[src/rtl/uart_pkg.sv]
// Shared UART definitions: data width and the bit-phase state names used by uart_rx and uart_tx.
package uart_pkg;

    localparam int UART_DATA_BITS = 8;

    typedef enum logic [2:0] {
        IDLE,
        START,
        DATA,
        PARITY,
        STOP,
        WAIT_IDLE
    } uart_state_e;

endpackage

[src/rtl/uart_rx_sync.sv]
// Two-flop synchronizer for the asynchronous serial line; resets to the idle (high) level.
module uart_rx_sync (
    input  logic clk,
    input  logic rst_n,
    input  logic d,
    output logic q
);

    logic meta;

    always_ff @(posedge clk or negedge rst_n) begin
        if (!rst_n) begin
            meta <= 1'b1;
            q    <= 1'b1;
        end else begin
            meta <= d;
            q    <= meta;
        end
    end

endmodule

[src/rtl/uart_rx.sv]
// 8N1 UART receiver, LSB first, mid-bit sampling; define UART_RX_PARITY_EN to expect an even-parity
// bit between data bit 7 and the stop bit.
module uart_rx
    import uart_pkg::*;
#(
    parameter int CLKS_PER_BIT = 16
) (
    input  logic       clk,
    input  logic       rst_n,
    input  logic       rx,
    output logic [7:0] data,
    output logic       valid,
    output logic       busy,
    output logic       frame_err,
    output logic       parity_err
);

    localparam int CW = $clog2(CLKS_PER_BIT);
    localparam logic [CW-1:0] CNT_LAST = CW'(CLKS_PER_BIT - 1);
    localparam logic [CW-1:0] CNT_HALF = CW'(CLKS_PER_BIT / 2 - 1);
    localparam logic [2:0]    IDX_LAST = 3'(UART_DATA_BITS - 1);

    uart_state_e   state;
    logic [CW-1:0] clk_cnt;
    logic [2:0]    bit_idx;
    logic [7:0]    shreg;
    logic          rx_s;

`ifdef UART_RX_PARITY_EN
    logic          par_bad;
`else
    assign parity_err = 1'b0;
`endif

    uart_rx_sync u_sync (
        .clk   (clk),
        .rst_n (rst_n),
        .d     (rx),
        .q     (rx_s)
    );

    // Counting restarts at mid start bit, so every later CNT_LAST hit lands mid-bit.
    always_ff @(posedge clk or negedge rst_n) begin
        if (!rst_n) begin
            state     <= IDLE;
            clk_cnt   <= '0;
            bit_idx   <= '0;
            shreg     <= '0;
            data      <= '0;
            valid     <= 1'b0;
            busy      <= 1'b0;
            frame_err <= 1'b0;
`ifdef UART_RX_PARITY_EN
            parity_err <= 1'b0;
            par_bad    <= 1'b0;
`endif
        end else begin
            valid     <= 1'b0;
            frame_err <= 1'b0;
`ifdef UART_RX_PARITY_EN
            parity_err <= 1'b0;
`endif
            case (state)
                IDLE: begin
                    clk_cnt <= '0;
                    bit_idx <= '0;
`ifdef UART_RX_PARITY_EN
                    par_bad <= 1'b0;
`endif
                    if (!rx_s) begin
                        state <= START;
                        busy  <= 1'b1;
                    end
                end
                START: begin
                    if (clk_cnt == CNT_HALF) begin
                        clk_cnt <= '0;
                        if (!rx_s) begin
                            state <= DATA;
                        end else begin
                            state <= IDLE;
                            busy  <= 1'b0;
                        end
                    end else begin
                        clk_cnt <= clk_cnt + 1'b1;
                    end
                end
                DATA: begin
                    if (clk_cnt == CNT_LAST) begin
                        clk_cnt         <= '0;
                        shreg[bit_idx]  <= rx_s;
                        if (bit_idx == IDX_LAST) begin
                            bit_idx <= '0;
`ifdef UART_RX_PARITY_EN
                            state   <= PARITY;
`else
                            state   <= STOP;
`endif
                        end else begin
                            bit_idx <= bit_idx + 1'b1;
                        end
                    end else begin
                        clk_cnt <= clk_cnt + 1'b1;
                    end
                end
`ifdef UART_RX_PARITY_EN
                PARITY: begin
                    if (clk_cnt == CNT_LAST) begin
                        clk_cnt <= '0;
                        par_bad <= (rx_s != ^shreg);
                        state   <= STOP;
                    end else begin
                        clk_cnt <= clk_cnt + 1'b1;
                    end
                end
`endif
                STOP: begin
                    if (clk_cnt == CNT_LAST) begin
                        clk_cnt <= '0;
                        if (rx_s) begin
                            state <= IDLE;
                            busy  <= 1'b0;
`ifdef UART_RX_PARITY_EN
                            if (par_bad) begin
                                parity_err <= 1'b1;
                            end else begin
                                data  <= shreg;
                                valid <= 1'b1;
                            end
`else
                            data  <= shreg;
                            valid <= 1'b1;
`endif
                        end else begin
                            frame_err <= 1'b1;
                            state     <= WAIT_IDLE;
                        end
                    end else begin
                        clk_cnt <= clk_cnt + 1'b1;
                    end
                end
                // A low stop bit means a break or line fault; wait for the line to recover.
                WAIT_IDLE: begin
                    if (rx_s) begin
                        state <= IDLE;
                        busy  <= 1'b0;
                    end
                end
                default: begin
                    state <= IDLE;
                    busy  <= 1'b0;
                end
            endcase
        end
    end

endmodule

[config.mk]
export PLATFORM = sky130hd
export DESIGN_NAME = uart_rx
export DESIGN_NICKNAME = d
export VERILOG_FILES = /design/src/rtl/uart_pkg.sv /design/src/rtl/uart_rx_sync.sv /design/src/rtl/uart_rx.sv
export SDC_FILE = /design/constraint.sdc
export NUM_CORES = 1
export LEC_CHECK = 0
export ABC_CLOCK_PERIOD_IN_PS = 2400
export CORE_MARGIN = 8
export CORE_UTILIZATION = 35
export DETAILED_ROUTE_END_ITERATION = 7
export HOLD_SLACK_MARGIN = 0.12
export PLACE_DENSITY_LB_ADDON = 0.15
export SLEW_MARGIN = 20
export SYNTH_ARGS = -nofsm -noshare
export SYNTH_HDL_FRONTEND = slang
export SYNTH_SLANG_ARGS = --single-unit
[constraint.sdc]
create_clock -name clk -period 2.4 [get_ports clk]
set_clock_uncertainty 0.1 [all_clocks]
set_input_delay 0.36 -clock clk [delete_from_list [all_inputs] [get_ports clk]]
set_output_delay 0.36 -clock clk [all_outputs]
set_load 0.05 [all_outputs]
; Yosys cells after proc, flatten, opt, wreduce, memory -nomap -nowiden
; Index checks and enable logic that the tools add are counted.
[totals]
regBits = 31
out_inout_bits = 12
in_bits = 3
[classes]
add_sub_neg = 2
eq_ne = 13
n_lt_le_gt_ge = 2
n_reduce_logical = 10
bitwise = 1
mux = 29
[op_table]
columns = operator, count
row1 = $mux 3, 9
row2 = $pmux 3 s5, 1
row3 = $pmux 4 s3, 1
row4 = $mux 1, 11
row5 = $ne 2x2->1 const B, 5
row6 = $eq 3x3->1 const B, 3
row7 = $bwmux 8, 1
row8 = $mux 4, 2
row9 = $pmux 3 s2, 1
row10 = $reduce_and 6->1, 1
row11 = $pmux 1 s5, 1
row12 = $add 4x1->4 const B, 1
row13 = $eq 4x3->1 const B, 1
row14 = $eq 4x4->1 const B, 1
row15 = $lt 3x4->1 const B, 1
row16 = $reduce_and 2->1, 2
row17 = $reduce_and 4->1, 1
row18 = $add 3x1->3 const B, 1
row19 = $demux 1 s3, 1
row20 = $eq 3x1->1 const B, 1
row21 = $eq 3x2->1 const B, 1
row22 = $ge 3x1->1 const B, 1
row23 = $logic_not 3->1, 1
row24 = $reduce_and 3->1, 1
row25 = 7 further kinds, 7

; Depth between registers and ports, before layout
[depth]
word_depth = 5
depth_mapped = 6

; Cells and area by module
; Synthesis repeated with hierarchy kept, for this count alone.
[unflattened]
hier_cells = 140
area_unflattened_um2 = 1552.7
[modules_own_cells]
columns = module, seq_area_each_um2, cells_per_inst, n_inst, area_per_inst_um2
row1 = uart_rx, 725.7, 138, 1, 1500.2
row2 = uart_rx_sync, 52.6, 2, 1, 52.6

; Worst setup path before layout
; No wires, ideal clock.
[synth_path]
kind = reg2reg
from = register clk_cnt[0]
to = register shreg[2]
n_path_buf = 1
path_slack_ns = 0.628
stages_incl_launch_ff = 7
arrival_ns = 1.544
path_cell_list = dfrtp_1 > ha_1 > and3_1 > buf_4 > nand4b_4 > nor3b_2 > mux2_1
[synth_via]
elab_chain_cells = 2
[synth_lines]
columns = item, line
row1 = from (decl), uart_rx.sv:24  ; logic [CW-1:0] clk_cnt;
row2 = from (signal assigned), uart_rx.sv:85  ; clk_cnt <= clk_cnt + 1'b1;
row3 = from (signal assigned), uart_rx.sv:103  ; clk_cnt <= clk_cnt + 1'b1;
row4 = from (signal assigned), uart_rx.sv:139  ; clk_cnt <= clk_cnt + 1'b1;
row5 = $eq 4x4->1, uart_rx.sv:89  ; if (clk_cnt == CNT_LAST) begin
row6 = $reduce_and 2->1 (no source line), -
row7 = "to (signal, indexed assignment)", uart_rx.sv:91  ; shreg[bit_idx] <= rx_s;
row8 = to (decl), uart_rx.sv:26  ; logic [7:0] shreg;
; Every way passes these cells.
; A chain may end at the register's enable or synchronous reset.

; Final worst setup path
; Ends and elaborated chain as after synthesis.

==> results.yml <==
final_layout:
  syn_to_final_growth_pct: 16.4
  final_cell_mix: "dfrtp_1 (29), clkdlybuf4s50_1 (13), nand2_1 (11), nor2_1 (11), mux2_1 (9)"
  drive_gt1_frac: 0.178
  fin_nets: 157
  layout_commonest_cell: "dfrtp_1"
  diodes: 0
detailed_routing:
  dr_total_vias: 1092
  wl_per_cell_um: 14.8
  antenna_left: 0
  finalWirelength_mm: 3.02
  via_per_inst: 5.35
  drc: 0
  drt-initial-drc-count: 78
  dr.pass1.iters: 4
floorplan:
  io_pins: 15
  core.rowCount: 24
  die_height_um: 82.9
  die_x_um: 82.9
  core_area_mm2: 0.00432
  initial_utilization: 0.362
  die_area_mm2: 0.00687
grt:
  grt_antenna_before_repair: 0
  grtUsageTotal: 0.0947
  grt-ovfl-total: 0
  grt_pass1_wl_mm: 5.38
  grt_pass1_vias: 1103
  grt_max_degree: 32
clock_tree:
  cts_buffers: 5
  clk_pin_slew_worst_paths_ns: 0.06
  cts_setup_buffers: 0
  cts.path.max_buffers: 2
  cts_hold_buf: 0
  h-tree-depth: 2
  clock_latency_ns: 0.28
  cts_resized: 0
  cts_sinks: 31
  clockRootBuffer: "clkbuf_8"
  tritoncts: "done"
synthesis:
  yosys.area_share.simple: 0.173
  synthXorXnorAreaFrac: 0.00559
  yosysSeqAreaShare: 0.497
  synth-compound-area-share: 0.142
  yosys.area_share.adder: 0.0240
  synth.distinct_cells: 41
  synth_nets: 146
  synth_largest_area_cell: "dfrtp_1"
  synth_top_area_share: 0.463
  synthMuxAreaShare: 0.115
  synth_flop_cell: "dfrtp_1"
  synth_edf_count: 0
  syn_area_mm2: 0.00157
  synthCells: 140
  avgSynthCellArea_um2: 11.2
  yosys_warnings: 0
  ys_top_cells_by_area: "dfrtp_1 (46%), mux2_1 (6.5%), mux2_2 (5.0%)"
  ys_ff_latch: 31
  synth_top_family_by_area: "simple AND/OR/NAND/NOR gates"
  async_flop_share: 1.00
timing:
  hold_violations: 0
  tightest_slew_ns: 0.536
  slew_viol_final: 0
  period_share: 0.824
  period_minus_slack_ns: 1.98
  setup_violations: 0
  fmax_ghz: 0.506
  slew_headroom: 0.643
  fin_tns_setup_ns: 0
  rsz0062_at_grt: "no"
  finalWorstSetupSlack_ns: 0.423
hold_path:
  whs_path_depth: 0
  min_from: "u_sync.meta"
  min_to: "u_sync.q"
  min_path_type: "reg2reg"
placed_design:
  port_buffers: 13
  pre_cts_ws_ns: 0.440
  hpwl_mm: 2.05
  globalplace.congestion: 0.812
pwr:
  ir_worst_vdd_mv: 0.448
  power_density_mw_per_mm2: 767
  p_leak_nw: 0.858
  finalPower_mw: 1.40
critical_path:
  critPathLaunchType: "register"
  cp.arrival_ns: 2.04
  worstSetupEndpointType: "register"
  r2r_start: "clk_cnt[0]"
  cp_max_fo: 7
  rr_endpoint: "shreg[2]"
  cp_data_required_time_ns: 2.47
  path_class: "reg2reg"
  reg2reg_slack_ns: 0.42
  reg2reg_depth: 5
job:
  drv_cap: 0
status:
  status: "finished, final reports clean"
-- worst max-delay path by stage --
stage | startpoint | endpoint | slack, ns | depth (start not counted)
floorplan | clk_cnt[0] | shreg[2] | 0.63 | 6
global placement | clk_cnt[0] | shreg[2] | 0.48 | 5
detailed placement | clk_cnt[0] | shreg[2] | 0.44 | 5
CTS | clk_cnt[0] | shreg[2] | 0.43 | 5
global route | clk_cnt[0] | shreg[2] | 0.29 | 5
finish | clk_cnt[0] | shreg[2] | 0.42 | 5
-- layout make-up --
class                      count  area (um2)
clock buffer                   8         100
fill                         423        2500
inverter                       3        11.3
multi-input combinational     95         723
sequential                    31         778
tap                           52        65.1
timing repair buffer          15         145
-- per-stage QoR --
step	util	hold WS, ns	instances	area (um2)
after floorplan	-	-0.0356	140	1570
after detailed placement	0.398	0.247	196	1720
final	0.422	0.258	204	1820
after global placement	0.398	0.248	196	1720
after global routing	0.422	0.264	204	1820
after CTS	0.422	0.260	204	1820
-- sequential cells by signal, indices dropped and copies added (netlist names) --
register     flops
valid            1
u_sync.meta      1
data             8
clk_cnt          4
bit_idx          3
shreg            8
busy             1
state            3
frame_err        1
u_sync.q         1
-- logic make-up (layout without fill, tap and decap cells) --
family	Yosys count	count (layout)
AND/OR/NAND/NOR	43	43
AO/OA/AOI/OAI	31	31
flip-flops	31	31
multiplexers	16	16
buffers and inverters	14	26
adder cells (fa/ha/maj)	3	3
other	1	1
XOR/XNOR	1	1
-- cell usage after synthesis (2+ instances only) --
cell type / count
buf_2: 4
buf_4: 2
a22o_1: 6
dfstp_2: 2
nand3_2: 2
nor3_2: 2
o21ai_1: 2
nor2_1: 11
nand2_1: 11
dfrtp_1: 29
clkbuf_1: 4
ha_1: 3
nor3b_2: 2
nor2b_1: 3
inv_1: 3
a211oi_1: 3
o211ai_1: 2
a31oi_1: 2
mux2_1: 9
nand3b_1: 2
mux2_2: 7
nor3_1: 2
nand3_1: 2
a22oi_1: 2
o21ai_0: 5
a21oi_1: 3
-- routing by layer --
metal | global-route usage | part of all wire
met1 | 0.117 | 0.47
met2 | 0.139 | 0.45
met3 | 0.0381 | 0.058
met4 | 0.0479 | 0.022
met5 | 0 | 0
-- critical path, stage by stage (launching register included) --
cell and delay, ns:
dfrtp_1 0.39, ha_1 0.28, and3_1 0.38, nand4b_4 0.18, nor3b_2 0.22, mux2_1 0.33
-- power by group --
group | switching, mW | internal [mW]
registers | 0.0881 | 0.577
clock network | 0.183 | 0.261
logic | 0.167 | 0.122
Power figures use the tool's default switching activity.
